### config.mk
export PLATFORM = sky130hd
export DESIGN_NAME = acc_drain_flat
export DESIGN_NICKNAME = d
export VERILOG_FILES = /design/src/rtl/acc_drain_pkg.sv /design/src/rtl/acc_drain_if.sv /design/src/rtl/acc_requant.sv /design/src/rtl/acc_drain.sv /design/src/flat_wrapper.sv
export SDC_FILE = /design/constraint.sdc
export NUM_CORES = 1
export LEC_CHECK = 0
export ABC_AREA = 1
export BUFFER_PORTS_ARGS = -buffer_cell sky130_fd_sc_hd__buf_2
export CORE_UTILIZATION = 69
export CTS_CLUSTER_SIZE = 40
export DETAILED_ROUTE_END_ITERATION = 16
export GPL_TIMING_DRIVEN = 0
export PLACE_DENSITY = 0.95
export SYNTH_ARGS = -nofsm -noshare
export SYNTH_HDL_FRONTEND = slang
export SYNTH_SLANG_ARGS = --single-unit
### constraint.sdc
create_clock -name clk -period 15.1 [get_ports clk]
set_input_delay 3.02 -clock clk [delete_from_list [all_inputs] [get_ports clk]]
set_output_delay 3.02 -clock clk [all_outputs]
set_load 0.01 [all_outputs]
### src/rtl/acc_drain_pkg.sv
// acc_drain_pkg: shared sizes, FSM states and saturation bounds for the ACC drain/requantizer
package acc_drain_pkg;

    localparam int PE_SIZE    = 4;
    localparam int DATA_WIDTH = 32;
    localparam int OUT_WIDTH  = 8;
    localparam int FIFO_DEPTH = 4;
    localparam int ADDR_WIDTH = 8;
    localparam int SHIFT_W    = $clog2(DATA_WIDTH);
    localparam int CNT_W      = $clog2(FIFO_DEPTH);

    // Bounds are held at DATA_WIDTH+1 bits to match the widened rounding datapath
    localparam logic signed [DATA_WIDTH:0] SAT_MAX = (DATA_WIDTH + 1)'(2 ** (OUT_WIDTH - 1) - 1);
    localparam logic signed [DATA_WIDTH:0] SAT_MIN = -SAT_MAX - (DATA_WIDTH + 1)'(1);

    typedef enum logic [1:0] {IDLE, READ, FLUSH, DONE} state_t;

endpackage

### src/rtl/acc_drain_if.sv
// acc_drain_if: ACC read side and GLB write side of the drain controller
//   rden_o      drain -> ACC  per-column FIFO read enable
//   psum_row_i  ACC -> drain  packed psum row, valid one cycle after rden_o
//   glb_wren_o  drain -> GLB  write strobe
//   glb_addr_o  drain -> GLB  write address
//   glb_wdata_o drain -> GLB  packed requantized row
interface acc_drain_if;
    import acc_drain_pkg::*;

    logic [PE_SIZE-1:0]            rden_o;
    logic [DATA_WIDTH*PE_SIZE-1:0] psum_row_i;
    logic                          glb_wren_o;
    logic [ADDR_WIDTH-1:0]         glb_addr_o;
    logic [OUT_WIDTH*PE_SIZE-1:0]  glb_wdata_o;

    modport master (
        output rden_o, glb_wren_o, glb_addr_o, glb_wdata_o,
        input  psum_row_i
    );

    modport slave (
        input  rden_o, glb_wren_o, glb_addr_o, glb_wdata_o,
        output psum_row_i
    );

endinterface

### src/rtl/acc_requant.sv
// acc_requant: single-lane round-half-up shift, optional ReLU and saturation
//   x_i      signed psum
//   shift_i  arithmetic right-shift amount
//   relu_i   clamp negatives to zero
//   y_o      saturated signed result
module acc_requant
    import acc_drain_pkg::*;
(
    input  logic signed [DATA_WIDTH-1:0] x_i,
    input  logic        [SHIFT_W-1:0]    shift_i,
    input  logic                         relu_i,
    output logic signed [OUT_WIDTH-1:0]  y_o
);

    logic signed [DATA_WIDTH:0] rnd;
    logic signed [DATA_WIDTH:0] sh;
    logic signed [DATA_WIDTH:0] cl;

    always_comb begin
        // One extra bit keeps x + 2^(s-1) from overflowing
        rnd = (shift_i == '0) ? '0 : (DATA_WIDTH + 1)'(1) << (shift_i - SHIFT_W'(1));
        sh  = ($signed({x_i[DATA_WIDTH-1], x_i}) + rnd) >>> shift_i;
        cl  = (relu_i && sh[DATA_WIDTH]) ? '0 : sh;
        y_o = (cl > SAT_MAX) ? OUT_WIDTH'(SAT_MAX) :
              (cl < SAT_MIN) ? OUT_WIDTH'(SAT_MIN) : OUT_WIDTH'(cl);
    end

endmodule

### src/rtl/acc_drain.sv
// acc_drain: drains ACC FIFOs on start, requantizes each row and writes it to the GLB
//   clk, rst_n   clock and asynchronous active-low reset
//   start_i      single-cycle drain request, honoured only when idle
//   base_addr_i  GLB address of the first row
//   shift_i      requant right-shift amount
//   relu_en_i    clamp negatives to zero
//   bus          ACC read / GLB write interface (master side)
//   busy_o       high from the cycle after start until done
//   done_o       one-cycle completion pulse
module acc_drain
    import acc_drain_pkg::*;
(
    input  logic                  clk,
    input  logic                  rst_n,
    input  logic                  start_i,
    input  logic [ADDR_WIDTH-1:0] base_addr_i,
    input  logic [SHIFT_W-1:0]    shift_i,
    input  logic                  relu_en_i,
    acc_drain_if.master           bus,
    output logic                  busy_o,
    output logic                  done_o
);

    state_t                       state_q;
    logic [CNT_W-1:0]             cnt_q;
    logic [SHIFT_W-1:0]           shift_q;
    logic                         relu_q;
    logic [ADDR_WIDTH-1:0]        ptr_q;
    logic                         rden_q;
    logic                         vld_q;
    logic                         wren_q;
    logic [ADDR_WIDTH-1:0]        addr_q;
    logic [OUT_WIDTH*PE_SIZE-1:0] wdata_q;
    logic [OUT_WIDTH*PE_SIZE-1:0] wdata_d;
    logic                         busy_q;
    logic                         done_q;

    for (genvar i = 0; i < PE_SIZE; i++) begin : g_lane
        acc_requant u_rq (
            .x_i     (bus.psum_row_i[i*DATA_WIDTH +: DATA_WIDTH]),
            .shift_i (shift_q),
            .relu_i  (relu_q),
            .y_o     (wdata_d[i*OUT_WIDTH +: OUT_WIDTH])
        );
    end

    always_ff @(posedge clk or negedge rst_n) begin
        if (!rst_n) begin
            state_q <= IDLE;
            cnt_q   <= '0;
            shift_q <= '0;
            relu_q  <= 1'b0;
            ptr_q   <= '0;
            rden_q  <= 1'b0;
            vld_q   <= 1'b0;
            wren_q  <= 1'b0;
            addr_q  <= '0;
            wdata_q <= '0;
            busy_q  <= 1'b0;
            done_q  <= 1'b0;
        end else begin
            // psum_row_i is valid the cycle after rden; one more stage registers the result
            vld_q  <= rden_q;
            wren_q <= vld_q;
            done_q <= 1'b0;
            if (vld_q) begin
                addr_q  <= ptr_q;
                wdata_q <= wdata_d;
                ptr_q   <= ptr_q + ADDR_WIDTH'(1);
            end
            case (state_q)
                IDLE: if (start_i) begin
                    state_q <= READ;
                    cnt_q   <= '0;
                    shift_q <= shift_i;
                    relu_q  <= relu_en_i;
                    ptr_q   <= base_addr_i;
                    rden_q  <= 1'b1;
                    busy_q  <= 1'b1;
                end
                READ: begin
                    cnt_q <= cnt_q + CNT_W'(1);
                    if (cnt_q == CNT_W'(FIFO_DEPTH - 1)) begin
                        state_q <= FLUSH;
                        cnt_q   <= '0;
                        rden_q  <= 1'b0;
                    end
                end
                FLUSH: begin
                    cnt_q <= cnt_q + CNT_W'(1);
                    if (cnt_q == CNT_W'(1)) begin
                        state_q <= DONE;
                        done_q  <= 1'b1;
                    end
                end
                DONE: begin
                    state_q <= IDLE;
                    busy_q  <= 1'b0;
                end
                default: state_q <= IDLE;
            endcase
        end
    end

    assign bus.rden_o      = {PE_SIZE{rden_q}};
    assign bus.glb_wren_o  = wren_q;
    assign bus.glb_addr_o  = addr_q;
    assign bus.glb_wdata_o = wdata_q;
    assign busy_o          = busy_q;
    assign done_o          = done_q;

endmodule

### src/flat_wrapper.sv
// flat-port wrapper written by rule: the top's interface ports become plain ports
module acc_drain_flat import acc_drain_pkg::*;
  (clk, rst_n, start_i, base_addr_i, shift_i, relu_en_i, busy_o, done_o, bus_rden_o, bus_glb_wren_o, bus_glb_addr_o, bus_glb_wdata_o, bus_psum_row_i);
  acc_drain_if bus_i ();
  input  logic clk;
  input  logic rst_n;
  input  logic start_i;
  input  logic [ADDR_WIDTH-1:0] base_addr_i;
  input  logic [SHIFT_W-1:0] shift_i;
  input  logic relu_en_i;
  output logic busy_o;
  output logic done_o;
  output wire logic [$bits(bus_i.rden_o)-1:0] bus_rden_o;
  output wire logic [$bits(bus_i.glb_wren_o)-1:0] bus_glb_wren_o;
  output wire logic [$bits(bus_i.glb_addr_o)-1:0] bus_glb_addr_o;
  output wire logic [$bits(bus_i.glb_wdata_o)-1:0] bus_glb_wdata_o;
  input wire logic [$bits(bus_i.psum_row_i)-1:0] bus_psum_row_i;
  assign bus_rden_o = bus_i.rden_o;
  assign bus_glb_wren_o = bus_i.glb_wren_o;
  assign bus_glb_addr_o = bus_i.glb_addr_o;
  assign bus_glb_wdata_o = bus_i.glb_wdata_o;
  assign bus_i.psum_row_i = bus_psum_row_i;
  acc_drain u_core (.clk(clk), .rst_n(rst_n), .start_i(start_i), .base_addr_i(base_addr_i), .shift_i(shift_i), .relu_en_i(relu_en_i), .bus(bus_i), .busy_o(busy_o), .done_o(done_o));
endmodule
==> results of run 1 <==
-- kinds of logic after synthesis --
| family | synth area share [%] |
|---|---|
| other | 0.0168 |
| XOR/XNOR | 0.745 |
| multiplexers | 0.179 |
| adder cells (fa/ha/maj) | 5.09 |
| flip-flops | 7.05 |
| AO/OA/AOI/OAI | 9.75 |
| AND/OR/NAND/NOR | 64.2 |
| buffers and inverters | 13.0 |
-- metrics by stage --
step                area [um^2]  util (%)  setup WS, ps
floorplan                 22400         -          9300
global placement          23800      75.1          7660
detailed placement        23800      75.1          7580
CTS                       24200      76.2          7460
-- Yosys cell counts (10+ instances only) --
| library cell | count | area (um^2) |
|---|---|---|
| nand3_1 | 1081 | 5410 |
| nor2_1 | 422 | 1580 |
| a21oi_1 | 188 | 941 |
| buf_6 | 13 | 146 |
| clkbuf_1 | 66 | 248 |
| o221ai_1 | 15 | 131 |
| nor4_1 | 19 | 119 |
| nand2_2 | 52 | 325 |
| buf_2 | 29 | 145 |
| buf_1 | 53 | 199 |
| dfrtp_1 | 63 | 1580 |
| nand4_1 | 58 | 363 |
| nand3_2 | 10 | 100 |
| nand2_1 | 1463 | 5490 |
| o21a_1 | 18 | 135 |
| ha_1 | 91 | 1140 |
| a31oi_1 | 30 | 188 |
| inv_1 | 506 | 1900 |
| buf_4 | 10 | 75.1 |
| xor2_1 | 15 | 131 |
| o21ai_0 | 102 | 510 |
| nor3_1 | 31 | 155 |
| inv_2 | 40 | 150 |
| nor2_2 | 26 | 163 |
-- metal layers --
layer | GRT overflow | global-route usage, %
met5 | 0 | 22.2
met4 | 74 | 61.9
met3 | 1 | 45.8
met2 | 113 | 85.9
met1 | 2 | 68.4
==> results_dict.tcl, run 1 <==
set metrics [dict create \
    cts_htree_levels 3 \
    io_pins 192 \
    synthCells 4506 \
    synth_edf_count 0 \
    lastStage "global routing" \
    grt_first_pass_wirelength_um 171000 \
    cts.sinks 63 \
    initial_utilization_pct 70.5 \
    syn_avg_cell_area_um2 4.96 \
    cts_root_buf "clkbuf_16" \
    postCtsHoldBufs 0 \
    synth_seq_cells 63 \
    grt.overflow.total 190 \
    syn_area_um2 22300 \
    cts_resized 0 \
    error "[ERROR GRT-0116] Global routing finished with congestion. Check the congestion regions in the DRC Viewer." \
    status "did not finish" \
    async_reset_ff_share_pct 100 \
    fp-row-count 65 \
    dp_hpwl_um 80000 \
    placed_cells 5102 \
    gp_congestion 1.29 \
    ys_types 54 \
    yosys_warnings 0 \
    die_w_um 182 \
    synthFlopType "dfrtp_1" \
    postCtsSetupRepairBufs 0 \
    grt_pass1_vias 33800 \
    cts_buffers 9 \
    yosysSeqAreaShare_pct 7.05 \
    grt_usage_pct 66.3 \
    numPortBuffers 191 \
    grt_max_degree 64 \
    die_y_um 182 \
    cts.path.max_buffers 2 \
]
==> run 2, diff against run 1 <==
Settings changed: CORE_UTILIZATION 69 to 40, CTS_CLUSTER_SIZE 40 to unset, PLACE_DENSITY 0.95 to unset, PLACE_DENSITY_LB_ADDON set to 0.15.
==> results_dict.tcl, run 2 <==
set metrics [dict create \
    synth_top_area_cell "nand2_1" \
    rrSetupSlack_ps 5830 \
    skew_ps 10.2 \
    rr_endpoint "u_core.bus.glb_wdata_o[5]" \
    slew_viol_final 0 \
    synthCells 4506 \
    drv_cap 0 \
    end_kind "flop" \
    reg2regPathDepth 35 \
    fillers 6663 \
    cts_root_buf "clkbuf_16" \
    dp_hpwl_um 106000 \
    vias_per_cell 5.83 \
    setup_viol 0 \
    die_w_um 238 \
    initial_utilization_pct 40.5 \
    max_freq_mhz 108 \
    grt_pass1_vias 30100 \
    vias 31900 \
    hold_viol 0 \
    min_delay_path_depth 0 \
    antenna_found_initial 0 \
    synthTopCellsByArea "nand2_1 25%, nand3_1 24%, inv_1 8.5%, nor2_1 7.1%, dfrtp_1 7.1%" \
    p_leak_nw 13.8 \
    largest_register_ffs 32 \
    synthFlopType "dfrtp_1" \
    ys_types 54 \
    cts_htree_levels 3 \
    final_common_cell "nand2_1" \
    fp-row-count 86 \
    min_to "u_core.bus.glb_wren_o" \
    regArea_um2 1580 \
    wl_per_cell_um 22.6 \
    clkPwrFrac_pct 4.4 \
    cp-start-kind "flop" \
    drtIter0Drc 3508 \
    grt.overflow.total 0 \
    clk_pin_slew_ps 60 \
    required_ps 15330 \
    drc 0 \
    critPathSlowestCell "a21oi_1" \
    grt_max_degree 64 \
    io_pins 192 \
    p_int_mw 1.68 \
    hp-start "u_core.vld_q" \
    cp_slowest_stage_delay_ps 820 \
    cts_resized 0 \
    cts.path.max_buffers 2 \
    status "finished, final reports clean" \
    yosys_warnings 0 \
    final_cell_area_um2 24600 \
    die_area_um2 56800 \
    clkLatencyLatePin_ps 350 \
    gp_congestion 1.06 \
    synth_seq_cells 63 \
    grt_setup_unrepaired "false" \
    postCtsSetupRepairBufs 0 \
    power_density_nw_per_um2 214 \
    antenna_left 0 \
    crit_path_frequent_cell "nand2_1" \
    multi_input_area_um2 17900 \
    p_switching_mw 3.59 \
    async_reset_ff_share_pct 100 \
    p_seq_share_pct 5.8 \
    cp_max_fo 10 \
    relSlewSlack_pct 11.2 \
    synth_commonest_cells "1,463 x nand2_1, 1,081 x nand3_1, 506 x inv_1" \
    swShare_pct 68.1 \
    fin_nets 4949 \
    syn_to_final_growth_pct 10.2 \
    yosysSeqAreaShare_pct 7.05 \
    period_needed_ps 9270 \
    cts_buffers 9 \
    cts_tree "yes" \
    arrival_ps 9510 \
    drtPass1Iterations 9 \
    syn_area_um2 22300 \
    hold_class "flop to flop" \
    postCtsHoldBufs 0 \
    die_y_um 238 \
    synth.most_common_cell "nand2_1" \
    grt_usage_pct 42.4 \
    ir_drop_uv 102 \
    drt_wl_total_um 123000 \
    syn_avg_cell_area_um2 4.96 \
    worst_pin_slew_ps 1320 \
    reg2reg_from "u_core.shift_q[4]" \
    tns_ps 0 \
    layout_common_cells "1,463 x nand2_1, 1,081 x nand3_1, 506 x inv_1" \
    finalCritPeriodShare_pct 61.4 \
    numPortBuffers 191 \
    dpl_cell_area_um2 24300 \
    cts.sinks 63 \
    core_region_area_um2 55200 \
    critPathKind "flop to flop" \
    grt_first_pass_wirelength_um 179000 \
    yosys.area.top_type_share_pct 24.6 \
    synth_edf_count 0 \
    drive_above_1_share_pct 9.28 \
    comb_power_share_pct 89.8 \
]
[run 2: cell counts after synthesis]
No cell type changed its count.
[run 2: kinds of logic after synthesis]
family	synth area share, %
compound gates	9.75
xor+xnor	0.745
fa+ha+maj	5.09
buf+inv	13.0
flops	7.05
mux	0.179
other cells	0.0168
simple gates	64.2
[run 2: final cells by class]
cell class	instances	share of cell area [%]
multi-input combinational	3721	72.7
inverter	554	8.46
clock buffer	9	0.914
antenna	5	0.0508
tap	748	3.80
buffer	171	3.30
clock inverter	7	0.422
timing repair buffer	193	3.95
sequential	63	6.40
[run 2: critical path: cells and delay by family (launching register included)]
kind / cells / cell delay (ps)
AND/OR/NAND/NOR: 19 / 2340
buffers and inverters: 11 / 4270
adder cells (fa/ha/maj): 1 / 500
flip-flops: 1 / 560
AO/OA/AOI/OAI: 4 / 1430
[run 2: stage by stage]
stage	hold WS (ps)	utilization, %	worst slack, ps	total power, mW	instances
3_5_place_dp	407	44.0	6670	4.82	5450
5_1_grt	428	44.6	5700	5.63	5466
2_1_floorplan	352	-	9300	3.33	4509
4_1_cts	421	44.6	6650	5.08	5466
3_3_place_gp	415	43.9	6710	4.83	5448
6_report	426	44.6	5830	5.27	5471
[run 2: power by group through the flow]
stage	sequential (mW)	combinational, mW	clock [mW]
after floorplan	0.317	3.01	0
after global placement	0.304	4.53	0
after detailed placement	0.306	4.52	0
after CTS	0.304	4.54	0.241
after global routing	0.314	5.07	0.246
final	0.306	4.73	0.234
[run 2: routing by layer]
layer / GRT usage [%] / up-vias / part of all wire [%]
met5: 0 / - / 0
met4: 30.3 / 0 / 8.0
met3: 5.77 / 412 / 8.5
met2: 69.3 / 1732 / 44
met1: 51.2 / 14600 / 39
li1: - / 15200 / -
[run 2: worst max path at each step]
stage          slack, ps  cells after the start          startpoint                          to
3_5_place_dp        6670                     35   u_core.shift_q[4]   u_core.bus.glb_wdata_o[5]
6_report            5830                     35   u_core.shift_q[4]   u_core.bus.glb_wdata_o[5]
2_1_floorplan       9300                     24  bus_psum_row_i[87]  u_core.bus.glb_wdata_o[16]
4_1_cts             6650                     35   u_core.shift_q[4]   u_core.bus.glb_wdata_o[5]
3_3_place_gp        6710                     35   u_core.shift_q[4]   u_core.bus.glb_wdata_o[5]
5_1_grt             5700                     35   u_core.shift_q[4]   u_core.bus.glb_wdata_o[5]
No activity file was read; power rests on OpenSTA's default activity.
==> run 3, diff against run 2 <==
Clock period 15.1 ns to 7.63 ns, I/O delays scaled along.
==> results_dict.tcl, run 3 (same netlist as run 2, synthesis figures left out) <==
set metrics [dict create \
    status "finished, final reports clean" \
    wl_per_cell_um 22.6 \
    drtPass1Iterations 9 \
    fin_cells 5468 \
    drive_above_1_share_pct 9.58 \
    die_w_um 238 \
    die_area_um2 56800 \
    tns_ps 0 \
    reg2regPathDepth 33 \
    placed_cells 5450 \
    gp_congestion 1.06 \
    required_ps 7860 \
    antenna_found_initial 0 \
    period_needed_ps 7460 \
    io_pins 192 \
    slew_viol_final 0 \
    cp_slowest_stage_delay_ps 740 \
    clk_pin_slew_ps 60 \
    min_delay_path_depth 0 \
    relSlewSlack_pct 11.7 \
    cts.sinks 63 \
    cp_max_fo 10 \
    postCtsHoldBufs 0 \
    vias 31900 \
    hold_class "flop to flop" \
    fin_util_pct 44.7 \
    dp_hpwl_um 106000 \
    drtIter0Drc 3302 \
    cts.path.max_buffers 2 \
    ir_drop_uv 201 \
    syn_to_final_growth_pct 10.4 \
    layout_common_cells "1,463 x nand2_1, 1,081 x nand3_1, 506 x inv_1" \
    cts_tree "yes" \
    initial_utilization_pct 40.5 \
    cp-start-kind "flop" \
    grt_first_pass_wirelength_um 179000 \
    core_region_area_um2 55200 \
    vias_per_cell 5.84 \
    drc 0 \
    postCtsSetupRepairBufs 0 \
    cts_root_buf "clkbuf_16" \
    final_common_cell "nand2_1" \
    skew_ps 13.1 \
    power_density_nw_per_um2 423 \
    largest_register_ffs 32 \
    end_kind "flop" \
    grt_setup_unrepaired "false" \
    max_freq_mhz 134 \
    grt_pass1_vias 30100 \
    arrival_ps 7700 \
    worst_pin_slew_ps 1310 \
    finalCritPeriodShare_pct 97.8 \
    drv_cap 0 \
    hold_viol 0 \
    setup_viol 0 \
    grt.overflow.total 0 \
    grt_max_degree 64 \
    crit_path_frequent_cell "nand2_1" \
    antenna_left 0 \
    fillers 6669 \
    die_y_um 238 \
    numPortBuffers 191 \
    fp-row-count 86 \
    drt_wl_total_um 124000 \
    fin_nets 4948 \
    p_leak_nw 13.8 \
    clkLatencyLatePin_ps 350 \
    grt_usage_pct 42.5 \
    critPathSlowestCell "nor2_1" \
    cts_buffers 9 \
    critPathKind "flop to flop" \
    cts_htree_levels 3 \
]
## run 3: per-stage QoR
stage	setup slack [ps]	hold slack [ps]	instance area (um^2)	total power, mW
final	168	428	24700	10.4
after global routing	10.8	428	24700	11.1
after CTS	42.4	421	24600	10.1
after detailed placement	-800	407	24300	9.54
after global placement	-760	415	24300	9.56
after floorplan	2130	352	22400	6.58
## run 3: routing by layer
metal	up-vias	global-route usage, %	part of all wire [%]
met3	435	5.81	8.5
met1	14500	51.4	39
met5	-	0	0
met4	0	30.3	8.2
li1	15200	-	-
met2	1762	69.3	44
## run 3: layout make-up
type | count | area (um^2) | share of cell area (%)
Antenna cell | 3 | 7.51 | 0.0304
Buffer | 170 | 821 | 3.33
Clock buffer | 9 | 225 | 0.913
Clock inverter | 7 | 104 | 0.421
Inverter | 554 | 2080 | 8.45
Multi-Input combinational cell | 3721 | 17900 | 72.7
Sequential cell | 63 | 1580 | 6.39
Tap cell | 748 | 936 | 3.79
Timing Repair Buffer | 193 | 973 | 3.95
## run 3: power by group
part           switching, mW  total [mW]  internal, mW  leakage (nW)
sequential             0.118       0.606         0.488         0.731
clock                  0.173       0.463         0.290         0.161
combinational           6.82        9.38          2.56          12.9
total                   7.11        10.4          3.33          13.8
## run 3: timing repair
action,in CTS,in global routing
endpoints found under the setup margin,28,28
hold endpoints to repair,0,0
resized for setup,5,15
## run 3: path summary, 6_finish.rpt
path	startpoint	endpoint	slack [ps]
setup / recovery	u_core.shift_q[3]	u_core.bus.glb_wdata_o[19]	170
hold / removal	u_core.vld_q	u_core.bus.glb_wren_o	430
setup reg to reg	u_core.shift_q[3]	u_core.bus.glb_wdata_o[19]	170
hold reg to reg	u_core.vld_q	u_core.bus.glb_wren_o	430
max in group asynchronous	rst_n	u_core.bus.glb_wdata_o[28]	5820
min in group asynchronous	rst_n	u_core.bus.glb_wdata_o[1]	1260
## run 3: worst max-delay path: cells and delay by family (launching register included)
family          cells  cell delay (ps)
compound gates      3              810
fa+ha+maj           1              460
buf+inv             7             2500
flops               1              500
simple gates       22             3040
